--- config.mk ---
export PLATFORM = sky130hd
export DESIGN_NAME = keypad_scan
export DESIGN_NICKNAME = d
export VERILOG_FILES = /design/src/rtl/keypad_scan.sv
export SDC_FILE = /design/constraint.sdc
export NUM_CORES = 1
export LEC_CHECK = 0
export ABC_AREA = 1
export CAP_MARGIN = 20
export CORE_MARGIN = 2
export CORE_UTILIZATION = 30
export DETAILED_ROUTE_END_ITERATION = 10
export GPL_ROUTABILITY_DRIVEN = 0
export PLACE_DENSITY = 0.53
export SYNTH_ARGS = -nofsm -noshare
export SYNTH_HDL_FRONTEND = slang
export SYNTH_SLANG_ARGS = --single-unit
--- constraint.sdc ---
create_clock -name hwclk -period 16.95 [get_ports hwclk]
set_clock_uncertainty 0.2 [all_clocks]
set_input_delay 1.695 -clock hwclk [delete_from_list [all_inputs] [get_ports hwclk]]
set_output_delay 1.695 -clock hwclk [all_outputs]
set_load 0.005 [all_outputs]
--- src/rtl/keypad_scan.sv ---
// keypad_scan: 3x3 matrix keypad scanner with column sync, frame debounce
// and ghost rejection. Optional auto-repeat under `define KEYPAD_REPEAT_EN.
//
// Ports:
//   hwclk, reset               clock, synchronous active-high reset
//   keypad_r1..r3 (out)        row drives, one high at a time
//   keypad_c1..c3 (in)         asynchronous column senses
//   button[3:0] (out)          last valid debounced key code 1..9
//   bstate (out)               high while a debounced key is held
//   press (out)                one-cycle strobe per new key (and repeats)
module keypad_scan #(
  parameter int SETTLE_CYCLES  = 1200,
  parameter int DEBOUNCE_SCANS = 8,
  parameter int REPEAT_DELAY   = 6000000,
  parameter int REPEAT_PERIOD  = 2400000
) (
  input  logic       hwclk,
  input  logic       reset,
  output logic       keypad_r1,
  output logic       keypad_r2,
  output logic       keypad_r3,
  input  logic       keypad_c1,
  input  logic       keypad_c2,
  input  logic       keypad_c3,
  output logic [3:0] button,
  output logic       bstate,
  output logic       press
);

  localparam int CW = (SETTLE_CYCLES > 2) ? $clog2(SETTLE_CYCLES) : 1;
  localparam logic [CW-1:0] LAST = CW'(SETTLE_CYCLES - 1);
  localparam logic [7:0] DB = 8'(DEBOUNCE_SCANS);
  localparam logic [3:0] BAD = 4'hF;

  if (SETTLE_CYCLES < 4 || DEBOUNCE_SCANS < 1 ||
      DEBOUNCE_SCANS > 255 || REPEAT_DELAY < 1 ||
      REPEAT_PERIOD < 1) begin : g_bad_param
    $error("keypad_scan: parameter out of range");
  end

  typedef enum logic [1:0] {
    SCAN_R1,
    SCAN_R2,
    SCAN_R3
  } state_e;

  state_e      state_q;
  logic [CW-1:0] cnt_q;
  logic [2:0]  rows_q;
  logic [2:0]  c_meta_q;
  logic [2:0]  c_sync_q;
  logic [8:0]  frame_q;
  logic        eval_q;

  logic [3:0]  cand_q, cand_d;
  logic [7:0]  stab_q, stab_d;
  logic [3:0]  deb_q, deb_d;
  logic [3:0]  button_q;
  logic        bstate_q;
  logic        press_q;
  logic [3:0]  raw;
  logic [3:0]  ones;
  logic        new_press;
  logic        rep_fire;

  assign keypad_r1 = rows_q[0];
  assign keypad_r2 = rows_q[1];
  assign keypad_r3 = rows_q[2];
  assign button    = button_q;
  assign bstate    = bstate_q;
  assign press     = press_q;

  // Two-flop synchroniser on the asynchronous column inputs.
  always_ff @(posedge hwclk) begin
    if (reset) begin
      c_meta_q <= '0;
      c_sync_q <= '0;
    end else begin
      c_meta_q <= {keypad_c3, keypad_c2, keypad_c1};
      c_sync_q <= c_meta_q;
    end
  end

  // Row scan: each row held SETTLE_CYCLES cycles, columns latched at
  // the terminal count into that row's slice of the frame.
  always_ff @(posedge hwclk) begin
    if (reset) begin
      state_q <= SCAN_R1;
      cnt_q   <= '0;
      rows_q  <= '0;
      frame_q <= '0;
      eval_q  <= 1'b0;
    end else begin
      eval_q <= 1'b0;
      unique case (state_q)
        SCAN_R1: rows_q <= 3'b001;
        SCAN_R2: rows_q <= 3'b010;
        SCAN_R3: rows_q <= 3'b100;
        default: rows_q <= 3'b000;
      endcase
      if (cnt_q == LAST) begin
        cnt_q <= '0;
        unique case (state_q)
          SCAN_R1: begin
            frame_q[2:0] <= c_sync_q;
            state_q      <= SCAN_R2;
            rows_q       <= 3'b010;
          end
          SCAN_R2: begin
            frame_q[5:3] <= c_sync_q;
            state_q      <= SCAN_R3;
            rows_q       <= 3'b100;
          end
          SCAN_R3: begin
            frame_q[8:6] <= c_sync_q;
            state_q      <= SCAN_R1;
            rows_q       <= 3'b001;
            eval_q       <= 1'b1;
          end
          default: begin
            state_q <= SCAN_R1;
            rows_q  <= 3'b001;
          end
        endcase
      end else begin
        cnt_q <= cnt_q + 1'b1;
      end
    end
  end

  // Frame decode: none -> 0, one -> its code, several -> invalid.
  always_comb begin
    raw  = 4'd0;
    ones = 4'd0;
    for (int i = 0; i < 9; i++) begin
      if (frame_q[i]) begin
        ones = ones + 4'd1;
        raw  = 4'(i + 1);
      end
    end
    if (ones > 4'd1) raw = BAD;
  end

  always_comb begin
    cand_d = raw;
    stab_d = 8'd1;
    if (raw == cand_q) begin
      cand_d = cand_q;
      stab_d = (stab_q >= DB) ? DB : stab_q + 8'd1;
    end
    deb_d = deb_q;
    if (stab_d == DB && cand_d != deb_q && cand_d != BAD)
      deb_d = cand_d;
  end

  assign new_press = eval_q && (deb_d != deb_q) && (deb_d != 4'd0);

`ifdef KEYPAD_REPEAT_EN
  logic [31:0] hold_q;
  logic        first_q;
  logic        key_evt;

  // Any debounced change (new key or release) restarts the hold timer.
  assign key_evt = eval_q && (deb_d != deb_q);
  assign rep_fire = bstate_q && !key_evt &&
                    (first_q ? hold_q == 32'(REPEAT_DELAY - 1)
                             : hold_q == 32'(REPEAT_PERIOD - 1));

  always_ff @(posedge hwclk) begin
    if (reset || !bstate_q || key_evt) begin
      hold_q  <= '0;
      first_q <= 1'b1;
    end else if (rep_fire) begin
      hold_q  <= '0;
      first_q <= 1'b0;
    end else begin
      hold_q <= hold_q + 32'd1;
    end
  end
`else
  assign rep_fire = 1'b0;
`endif

  always_ff @(posedge hwclk) begin
    if (reset) begin
      cand_q   <= '0;
      stab_q   <= '0;
      deb_q    <= '0;
      button_q <= '0;
      bstate_q <= 1'b0;
      press_q  <= 1'b0;
    end else begin
      press_q <= new_press | rep_fire;
      if (eval_q) begin
        cand_q   <= cand_d;
        stab_q   <= stab_d;
        deb_q    <= deb_d;
        bstate_q <= (deb_d != 4'd0);
        if (new_press) button_q <= deb_d;
      end
    end
  end

endmodule

==> summary.md <==
| Metric | Value |
|---|---|
| Worst Tran Pin Value | between 0.6 and 0.7 ns |
| Cell area after synthesis | approximately 3300 um^2 |
| Max-Slew Margin vs Limit | between 50 and 60% |
| Avg Inst Size Synth | 7.08 um^2 |
| Root Driver | clkbuf_8 |
| Number of antenna diodes | 0 |
| First-pass GRT wire length | about 11000 um |
| Placeable Area | between 10000 and 15000 um^2 |
| Comb pwr share | 2.6% |
| P&R area growth vs syn | 12.4% |
| Io pins | 14 |
| Leak | 1.62 nW |
| Final Hold Fails | 0 |
| Area of the multi-input gates | 1890 um^2 |
| Hold Crit Class | register to register |
| DRC Markers | 0 |
| HPWL after DPL | slightly above 5000 um |
| CTS sink cnt | 54 |
| GR Overflow Total | 0 |
| Routed length per instance | a little over 10 um |
| Routed vias/inst | 4.55 |
| TNS Setup | 0 ns |
| Reg area | 1080 um^2 |
| Number of port buffers | 13 |
| Critical path's slowest cell | dfxtp_1 |
| Mapped Cells | between 400 and 500 |
| Crit path kind | register to register |
| Row cnt | 38 |
| Post-route ant nets | 0 |
| Max Fclk | 165 MHz |
| Initial antenna violation count | 0 |
| Syn_nets | about 480 |
| Largest net degree at the start of global routing | 19 |
| Initial Utilization | between 30% and 40% |
| Post-synthesis sequential area ratio | between 30% and 40% |
| YS warnings | 0 |
| Die Height | roughly 110 um |
| # fillers | between 1000 and 1500 |
| Hold-fix buffers, CTS | 0 |
| Crit end category | register |
| DR pass1 iterations | 4 |
| Layout cells sized above 1 | 14.3% |
| RSZ-0062 raised after global routing | no |
| Fin crit period | between 6 and 7 ns |
| CP startpoint kind | register |
| Die area | 11700 um^2 |
| Max VDD drop | between 0.04 and 0.05 mV |
| Final #Nets | 495 |
| Drt initial violations | around 130 |
| Total track usage | 11.7% |
| Origin of the critical flop-to-flop path | frame_q[0]$_SDFFE_PP0P_ |
| Most area-consuming cells after synthesis | dfxtp_1, nand2_1, inv_1, nand3_1, ha_1 |
| Longest Clk Path Bufs | 2 |
| Final Max Tran Viols | 0 |
| Sw frac | about 22% |
| Area fraction of the dominant cell type after synthesis | ~33% |
| Final number of setup-violating endpoints | 0 |
| Synth area leader | dfxtp_1 |
| Clock buffer count from CTS | 5 |
| Pwr Total | ~0.22 mW |
| Die width | between 100 and 150 um |
| Hold Startpoint | c_meta_q[0]$_SDFF_PP0_ |
| CTS tree | built |
| Post-CTS Setup Inserts | 0 |
| Clock Pin Slew Worst Setup and Hold Paths | ~0.1 ns |
| Post-CTS resize count | 0 |
| Switching Power | 0.0489 mW |
| Clk pwr share | between 40% and 50% |
| Clk Latency, worst-skew pair | between 0.3 and 0.4 ns |
| Seq pwr share | 57.4% |
| Largest stage delay, worst path | 0.41 ns |
| PD cells | about 61 nW/um^2 |
| Cell mode on critical path | nand2_1 |
| Period utilisation layout | between 30% and 40% |
| DRT Wirelength | 6390 um |
| WP data required | between 15 and 20 ns |
| Synth Register Bits | 54 |
| CP arrival | between 6 and 7 ns |
| Synth cell types | 41 |
| Max-cap viol count | 0 |
| Outcome | finished clean |
| Vias in the first global route | 2625 |
| P_int | between 0.15 and 0.2 mW |
| Max H-tree Level | 2 |
| Crit. Startpoint | frame_q[0]$_SDFFE_PP0P_ |
| Via count | ~2800 |
| Crit path max fanout | 9 |
## path summary, 6_finish.rpt
check / end / slack (ns) / depth (start not counted)
setup / recovery: button[3]$_SDFFE_PP0P_ / 10.88 / 38
hold / removal: c_sync_q[0]$_SDFF_PP0_ / 0.21 / 2
setup reg to reg: button[3]$_SDFFE_PP0P_ / 10.88 / 38
hold reg to reg: c_sync_q[0]$_SDFF_PP0_ / 0.21 / 2
## through the flow
stage	cells	utilization, %	setup WS (ns)	hold slack, ns	instance area [um^2]
after global placement	609	33.1	10.98	0.198	3540
after CTS	617	34.2	10.86	0.209	3660
final	617	34.2	10.88	0.208	3660
after global routing	617	34.2	10.25	0.233	3660
after detailed placement	609	33.1	10.89	0.200	3540
after floorplan	460	-	11.38	0.188	3260
## placed cells by master (no fill, tap or decap), types with 2 or more instances in the layout
| master | netlist | routed |
|---|---|---|
| nor2_2 | 5 | 5 |
| nor3_1 | 10 | 10 |
| clkbuf_8 | 0 | 5 |
| nand3_1 | 36 | 36 |
| nor4_1 | 3 | 3 |
| xor2_1 | 3 | 3 |
| nand3_2 | 11 | 11 |
| nand2_4 | 10 | 10 |
| a211oi_1 | 2 | 2 |
| clkdlybuf4s50_1 | 0 | 13 |
| or2_2 | 4 | 4 |
| nor2_1 | 46 | 46 |
| dfxtp_1 | 54 | 54 |
| a22o_1 | 3 | 3 |
| nor2_4 | 4 | 4 |
| nand3_4 | 2 | 2 |
| inv_1 | 63 | 63 |
| nand4_1 | 9 | 9 |
| a21oi_1 | 22 | 22 |
| nand2_1 | 90 | 90 |
| o21ai_0 | 21 | 21 |
| ha_1 | 14 | 14 |
| nand2_2 | 16 | 16 |
| clkinv_1 | 2 | 2 |
| inv_2 | 6 | 6 |
| o22ai_1 | 6 | 6 |
## cells in the mapped netlist (all sizes together)
cell      n
nand2   116
nor4      3
xnor2     1
a21oi    22
xor2      3
nand3    49
clkinv    2
o21ai    22
o22ai     6
o211a     1
nor2     56
and2      1
a22o      3
o31ai     1
a41oi     1
a31oi     1
and3      1
inv      69
o21a      1
a211oi    2
nor3     10
buf       2
nor3b     1
ha       14
nand4     9
o41ai     1
clkbuf    2
or2       6
dfxtp    54
## critical path: cells and delay by family (launching register included)
kind                       cells  cell delay (ns)
and+or+nand+nor               25             2.93
adders and majority gates      5             1.43
AOI/OAI and AO/OA              4             0.67
DFF                            1             0.41
buffers and inverters          4             0.31
## per-layer routing
layer / up-vias / routed length, um / track usage, %
li1: 1520 / - / -
met1: 1254 / 3260 / 15.4
met2: 27 / 2890 / 20.1
met3: 9 / 154 / 1.39
met4: 0 / 82 / 3.48
met5: - / 0 / 0
## final cells by class
class	instances	share of cell area (%)
Clock buffer	5	1.88
Clock inverter	3	1.33
Inverter	71	7.28
Multi-Input combinational cell	331	51.6
Sequential cell	54	29.5
Tap cell	140	4.79
Timing Repair Buffer	13	3.56
## kinds of logic (layout without fill, tap and decap cells)
family / after synthesis / in the layout / synth area share [%]
flops: 54 / 54 / 33.2
buf+inv: 75 / 92 / 8.80
simple gates: 252 / 252 / 40.8
xor+xnor: 4 / 4 / 1.08
fa+ha+maj: 14 / 14 / 5.38
compound gates: 61 / 61 / 10.8
## power groups by stage
stage	Clock (mW)	Combinational, mW	Sequential (mW)
after floorplan	0	0.00380	0.132
after global routing	0.0982	0.00678	0.129
after global placement	0	0.00586	0.132
after detailed placement	0	0.00594	0.132
final	0.0897	0.00581	0.129
after CTS	0.0924	0.00596	0.129
## registers in the layout, indices dropped and copies added (netlist names), 3 cells and up
register / cells
stab_q: 8
cnt_q: 11
button: 4
rows_q: 3
cand_q: 4
deb_q: 4
c_sync_q: 3
frame_q: 9
c_meta_q: 3
No activity file was read; power rests on OpenSTA's default activity.
